File: src/rtl/mem_pkg.sv
// rtl/mem_pkg.sv - shared SRAM geometry constants and pipeline command type
package mem_pkg;

  localparam int SRAM_DW  = 256;
  localparam int SRAM_AW  = 19;
  localparam int BANK_MSB = 18;
  localparam int BANK_LSB = 15;
  localparam int LINE_MSB = 14;
  localparam int LINE_LSB = 5;

  localparam int BANK_W   = BANK_MSB - BANK_LSB + 1;

  // Wide enough for the largest supported client count (8).
  localparam int CLIENT_W = 3;

  // One accepted request as it travels down the two-stage pipe.
  typedef struct packed {
    logic [CLIENT_W-1:0] client;
    logic                write;
    logic                err;
    logic [SRAM_AW-1:0]  addr;
    logic [SRAM_DW-1:0]  wdata;
  } pipe_cmd_t;

endpackage

File: src/rtl/rr_arb.sv
// rtl/rr_arb.sv - round-robin grant with pointer that advances on accept
module rr_arb #(
  parameter int N = 4
) (
  input  logic                 clk,
  input  logic                 rst,
  input  logic [N-1:0]         req,
  output logic [N-1:0]         grant,
  output logic [$clog2(N)-1:0] grant_idx,
  output logic                 grant_valid
);

  localparam int IW = $clog2(N);

  // Index where the next search begins: one past the last granted client.
  logic [IW-1:0] ptr;

  // Search from ptr upward with wrap; first requester wins. Nothing is
  // granted while reset is held so req_ready stays low asynchronously.
  always_comb begin
    int            idx;
    logic [IW-1:0] sel;
    grant       = '0;
    grant_idx   = '0;
    grant_valid = 1'b0;
    idx         = 0;
    sel         = '0;
    if (!rst) begin
      for (int k = 0; k < N; k++) begin
        idx = int'(ptr) + k;
        if (idx >= N) begin
          idx = idx - N;
        end
        sel = IW'(idx);
        if (!grant_valid && req[sel]) begin
          grant[sel]  = 1'b1;
          grant_idx   = sel;
          grant_valid = 1'b1;
        end
      end
    end
  end

  // Pointer moves to the client after the winner, only when a grant happens.
  always_ff @(posedge clk or posedge rst) begin
    if (rst) begin
      ptr <= '0;
    end else if (grant_valid) begin
      ptr <= (grant_idx == IW'(N - 1)) ? '0 : grant_idx + 1'b1;
    end
  end

endmodule

File: src/rtl/mem_sram_arb.sv
// rtl/mem_sram_arb.sv - multi-client arbiter in front of one SRAM bank, fixed 2-cycle response
module mem_sram_arb
  import mem_pkg::*;
#(
  parameter int         NUM_CLIENTS = 4,
  parameter logic [3:0] BANK_ID     = 4'd0
) (
  input  logic                                clk,
  input  logic                                rst,
  input  logic [NUM_CLIENTS-1:0]              req_valid,
  input  logic [NUM_CLIENTS-1:0]              req_write,
  input  logic [NUM_CLIENTS-1:0][SRAM_AW-1:0] req_addr,
  input  logic [NUM_CLIENTS-1:0][SRAM_DW-1:0] req_wdata,
  output logic [NUM_CLIENTS-1:0]              req_ready,
  output logic                                sram_cs,
  output logic                                sram_read,
  output logic                                sram_write,
  output logic [3:0]                          sram_id,
  output logic [SRAM_AW-1:0]                  sram_addr,
  output logic [SRAM_DW-1:0]                  sram_wdata,
  input  logic [SRAM_DW-1:0]                  sram_rdata,
  output logic                                rsp_valid,
  output logic [$clog2(NUM_CLIENTS)-1:0]      rsp_client,
  output logic                                rsp_write,
  output logic                                rsp_err,
  output logic [SRAM_DW-1:0]                  rsp_data
);

  localparam int CW = $clog2(NUM_CLIENTS);

  logic [NUM_CLIENTS-1:0] grant;
  logic [CW-1:0]          grant_idx;
  logic                   grant_valid;

  pipe_cmd_t cmd_in;
  pipe_cmd_t s1_cmd;
  logic      s1_valid;
  logic      s1_good;
  logic      s2_rd_good;

  rr_arb #(
    .N (NUM_CLIENTS)
  ) u_rr_arb (
    .clk         (clk),
    .rst         (rst),
    .req         (req_valid),
    .grant       (grant),
    .grant_idx   (grant_idx),
    .grant_valid (grant_valid)
  );

  // The pipe never stalls, so a grant is an accept.
  assign req_ready = grant;

  // Capture the winning client's request; write data is zeroed for reads so
  // it never leaks onto the SRAM bus.
  always_comb begin
    cmd_in = '0;
    if (grant_valid) begin
      cmd_in.client = CLIENT_W'(grant_idx);
      cmd_in.write  = req_write[grant_idx];
      cmd_in.err    = (req_addr[grant_idx][BANK_MSB:BANK_LSB] != BANK_ID);
      cmd_in.addr   = req_addr[grant_idx];
      cmd_in.wdata  = req_write[grant_idx] ? req_wdata[grant_idx] : '0;
    end
  end

  // Stage 1: register the accepted command; idle cycles load all zeros.
  always_ff @(posedge clk or posedge rst) begin
    if (rst) begin
      s1_valid <= 1'b0;
      s1_cmd   <= '0;
    end else begin
      s1_valid <= grant_valid;
      s1_cmd   <= cmd_in;
    end
  end

  // Wrong-bank requests ride the pipe for their error response but never
  // touch the SRAM, so the bus looks idle for them.
  assign s1_good    = s1_valid & ~s1_cmd.err;
  assign sram_cs    = s1_good;
  assign sram_write = s1_good & s1_cmd.write;
  assign sram_read  = s1_good & ~s1_cmd.write;
  assign sram_addr  = s1_good ? s1_cmd.addr : '0;
  assign sram_wdata = (s1_good & s1_cmd.write) ? s1_cmd.wdata : '0;
  assign sram_id    = BANK_ID;

  // Stage 2: response attributes follow the command one cycle later, which
  // lines up with the SRAM returning read data.
  always_ff @(posedge clk or posedge rst) begin
    if (rst) begin
      rsp_valid  <= 1'b0;
      rsp_client <= '0;
      rsp_write  <= 1'b0;
      rsp_err    <= 1'b0;
      s2_rd_good <= 1'b0;
    end else begin
      rsp_valid  <= s1_valid;
      rsp_client <= CW'(s1_cmd.client);
      rsp_write  <= s1_cmd.write;
      rsp_err    <= s1_cmd.err;
      s2_rd_good <= sram_read;
    end
  end

  // Only a good read forwards SRAM data; writes and errors return zero.
  assign rsp_data = s2_rd_good ? sram_rdata : '0;

endmodule

File: config.mk
export PLATFORM = sky130hd
export DESIGN_NAME = mem_sram_arb
export DESIGN_NICKNAME = d
export VERILOG_FILES = /design/src/rtl/mem_pkg.sv /design/src/rtl/rr_arb.sv /design/src/rtl/mem_sram_arb.sv
export SDC_FILE = /design/constraint.sdc
export NUM_CORES = 2
export LEC_CHECK = 0
export CAP_MARGIN = 30
export CORE_AREA = 3 3 742 744
export DETAILED_ROUTE_END_ITERATION = 8
export DIE_AREA = 0 0 745 747
export SLEW_MARGIN = 10
export SYNTH_ARGS = -nofsm -noshare
export SYNTH_HDL_FRONTEND = slang
export SYNTH_SLANG_ARGS = --single-unit
File: constraint.sdc
create_clock -name clk -period 13.24 [get_ports clk]
set_input_delay 3.31 -clock clk [delete_from_list [all_inputs] [get_ports clk]]
set_output_delay 3.31 -clock clk [all_outputs]
set_load 0.05 [all_outputs]
==> qor.csv <==
metric,value,unit
run status,completed,
most used flip-flop cell after synthesis,dfrtp_1,
total power divided by cell area,139,nW/um^2
register area,7210,um^2
Cells after Synth,1668,
remaining global-route overflow,0,
reported leakage power,0.0183,uW
part of the total power dissipated in sequential elements,0.190,
placed cell areas,47700,um^2
Die Span X,745,um
wire per inst,34.7,um
Post-route DRC,0,
number of instances resized during post-cts repair,0,
fraction of power spent switching nets,0.466,
Max Slew Vio Count,0,
die height,747,um
required time at the endpoint of the critical path,9.93,ns
number of buffers created by CTS,43,
Worst path max stage delay,0.87,ns
sort of element at the end of the critical path,primary output,
Bufs on Longest Clock Path,3,
number of instances in the placed design,10638,
"wirelength, routed",375000,um
area of the multi-input gates,11800,um^2
TritonCTS clock tree,done,
global-route wire length before repair,430000,um
Final Hold Vio Count,0,
Worst Setup Start Kind,input port,
largest net degree at the start of global routing,167,
FILL cells,63052,
Clk pwr share,0.200,
standard cell core area,545000,um^2
Cell Rows,271,
CTS Hold Bufs,0,
largest area contributor in the netlist,dfrtp_1,
Top Metal Used,met5,
number of distinct standard cells referenced by the synthesized netlist,36,
chain of cells forming the critical path,clkdlybuf4s50_1 > mux4_2 > nor2b_1 > a22oi_1 > nor2_1 > a221oi_1 > nor2_1 > clkdlybuf4s50_1,
total number of vias,25648,
overall track demand over capacity in global routing,0.129,
setup slack after placement,3.64,ns
Worst path slowest cell,clkdlybuf4s50_1,
area of all placed cells without fillers,49800,um^2
CTS root buf,clkbuf_16,
Tmin final,9.63,ns
Avg Synthesized Cell Area,12.0,um^2
kind of path behind the tightest hold check,reg -> reg,
max-slew headroom at the worst pin,0.244,
first drt pass iteration count,5,
Met3 Routed Length,52400,um
Final TNS setup,0,ns
residual antenna-violating net count after detailed routing,0,
most used cells in the layout excluding fill and tap cells,"1,838 x clkdlybuf4s50_1, 512 x and3_1, 292 x and2_1",
top area cells in the synthesized netlist,"dfrtp_1 36%, mux4_2 31%, and3_1 16%, and2_1 9.1%, clkbuf_1 2.7%",
gpl congestion,0.962,
number of I/O pins,1913,
setup repair bufs after CTS,0,
highest net fanout along the worst path,9,
number of port buffers,1908,
worst-skew pair later-pin latency,0.72,ns
total length of routed met2 wires,163000,um
transition time of the tightest slew-check pin,1.13,ns
starting utilization of the core area,0.0369,
Non-Filler Instances,10812,
via density per instance,2.37,
number of H-tree levels,2,
most frequent standard cell in the layout excluding fill and tap cells,clkdlybuf4s50_1,
Worst Path Arrival,6.32,ns
"IR drop worst, VDD",177,uV
post-synthesis sequential area ratio,0.359,
mapped cell area,20100,um^2
"Worst Setup Slack, final",3.61,ns
Async SR Flop Fraction,1.00,
maximum clock frequency,0.104,GHz
area growth from synthesis to final layout,148,%
number of global-route vias before repair,25269,
RSZ-0062 raised after global routing,false,
Yosys warning count,0,
clock transition at the register clock pins on the worst setup and hold paths after CTS,0.05,ns
Die Outline Area,557000,um^2
first-iteration detailed-routing DRC count,2145,
max-cap viol count,0,
wire length on met1,147000,um
NetSw,3220,uW
Layout Nets,4831,
area share of the leading cell type in the synthesized netlist,0.359,
fraction of layout instances using a drive strength above 1,0.138,
CP Class,in -> out,
share of total power in combinational logic,0.611,
estimated wirelength of the detail-placed design,341000,um
final worst clock skew,0.0834,ns
count of flip-flops with a built-in enable after synthesis,0,
clk sinks,288,
final critical-path share of the clock period,0.727,
initial antenna violation count,416,
flip-flop and latch count after synthesis,288,
setup violation total in the final timing report,0,
"sum of internal, switching and leakage power",6920,uW
cell internal power dissipation,3700,uW
worst paths after layout:
| kind | start | to | slack, ns | cells after the start |
|---|---|---|---|---|
| worst max-delay path | req_valid[1] | req_ready[0] | 3.61 | 8 |
| worst min-delay path | s1_cmd[278] | rsp_client[1] | 0.35 | 0 |
| min in group asynchronous | rst | s1_cmd[271] | 3.49 | 2 |
| max in group asynchronous | rst | rsp_client[1] | 8.31 | 3 |
| worst max register to register | u_rr_arb.ptr[0] | s1_cmd[116] | 7.43 | 10 |
| worst min register to register | s1_cmd[278] | rsp_client[1] | 0.35 | 0 |
area by class of cell:
| cell class | count | area share |
|---|---|---|
| multi-input combinational | 1161 | 0.237 |
| antenna | 86 | 0.00432 |
| timing repair buffer | 1957 | 0.398 |
| clock inverter | 31 | 0.0102 |
| clock buffer | 49 | 0.0227 |
| sequential | 288 | 0.145 |
| tap | 7234 | 0.182 |
| inverter | 6 | 0.000905 |
power by group through the flow:
stage	Clock (uW)	Combinational, uW	Sequential [uW]
2_1_floorplan	0	2430	1220
3_3_place_gp	0	4320	1340
3_5_place_dp	0	4320	1330
4_1_cts	1450	4340	1320
5_1_grt	1480	4460	1340
6_report	1380	4230	1310
metrics by stage:
stage / util / hold WS [ns]
2_1_floorplan: - / 0.331
5_1_grt: 0.0911 / 0.359
3_5_place_dp: 0.0876 / 0.337
3_3_place_gp: 0.0868 / 0.332
4_1_cts: 0.0906 / 0.350
6_report: 0.0914 / 0.347
worst max-delay path: cells and delay by family:
kind / cells / cell delay (ns)
compound gates: 2 / 0.21
mux: 1 / 0.63
buf+inv: 2 / 1.45
simple gates: 3 / 0.70
cell families (layout without fill, tap and decap cells):
group | after synthesis | count (layout) | synth area share
mux | 280 | 280 | 0.312
fa+ha+maj | 8 | 8 | 0.00499
buf+inv | 222 | 2043 | 0.0536
simple gates | 839 | 839 | 0.260
other cells | 1 | 90 | 0.000187
flops | 288 | 288 | 0.359
compound gates | 30 | 30 | 0.0110
cells in the mapped netlist, types with 2 or more instances:
master,count
o211ai_1,2
clkbuf_1,145
ha_1,8
and2_1,292
buf_2,41
buf_1,2
buf_4,5
a21oi_1,6
nand2_1,8
mux4_2,276
inv_1,4
dfrtp_1,288
a31oi_1,2
inv_2,2
buf_6,23
and3_1,512
nor2b_1,5
nand3b_1,2
mux2i_1,4
a22o_1,4
a221oi_1,4
nor2_1,14
nand2b_1,3
a22oi_1,4
per-layer routing:
layer / vias up / global-route usage
li1: 9938 / -
met1: 12753 / 0.152
met2: 2167 / 0.202
met3: 718 / 0.0718
met4: 72 / 0.0295
met5: - / 0
state kept, by name (all words and copies together) (netlist names):
signal        cells
s1_cmd          279
rsp_client        2
u_rr_arb.ptr      2
rsp_err           1
rsp_valid         1
rsp_write         1
s1_valid          1
s2_rd_good        1
Note: power is estimated with default switching activity, not from simulation.
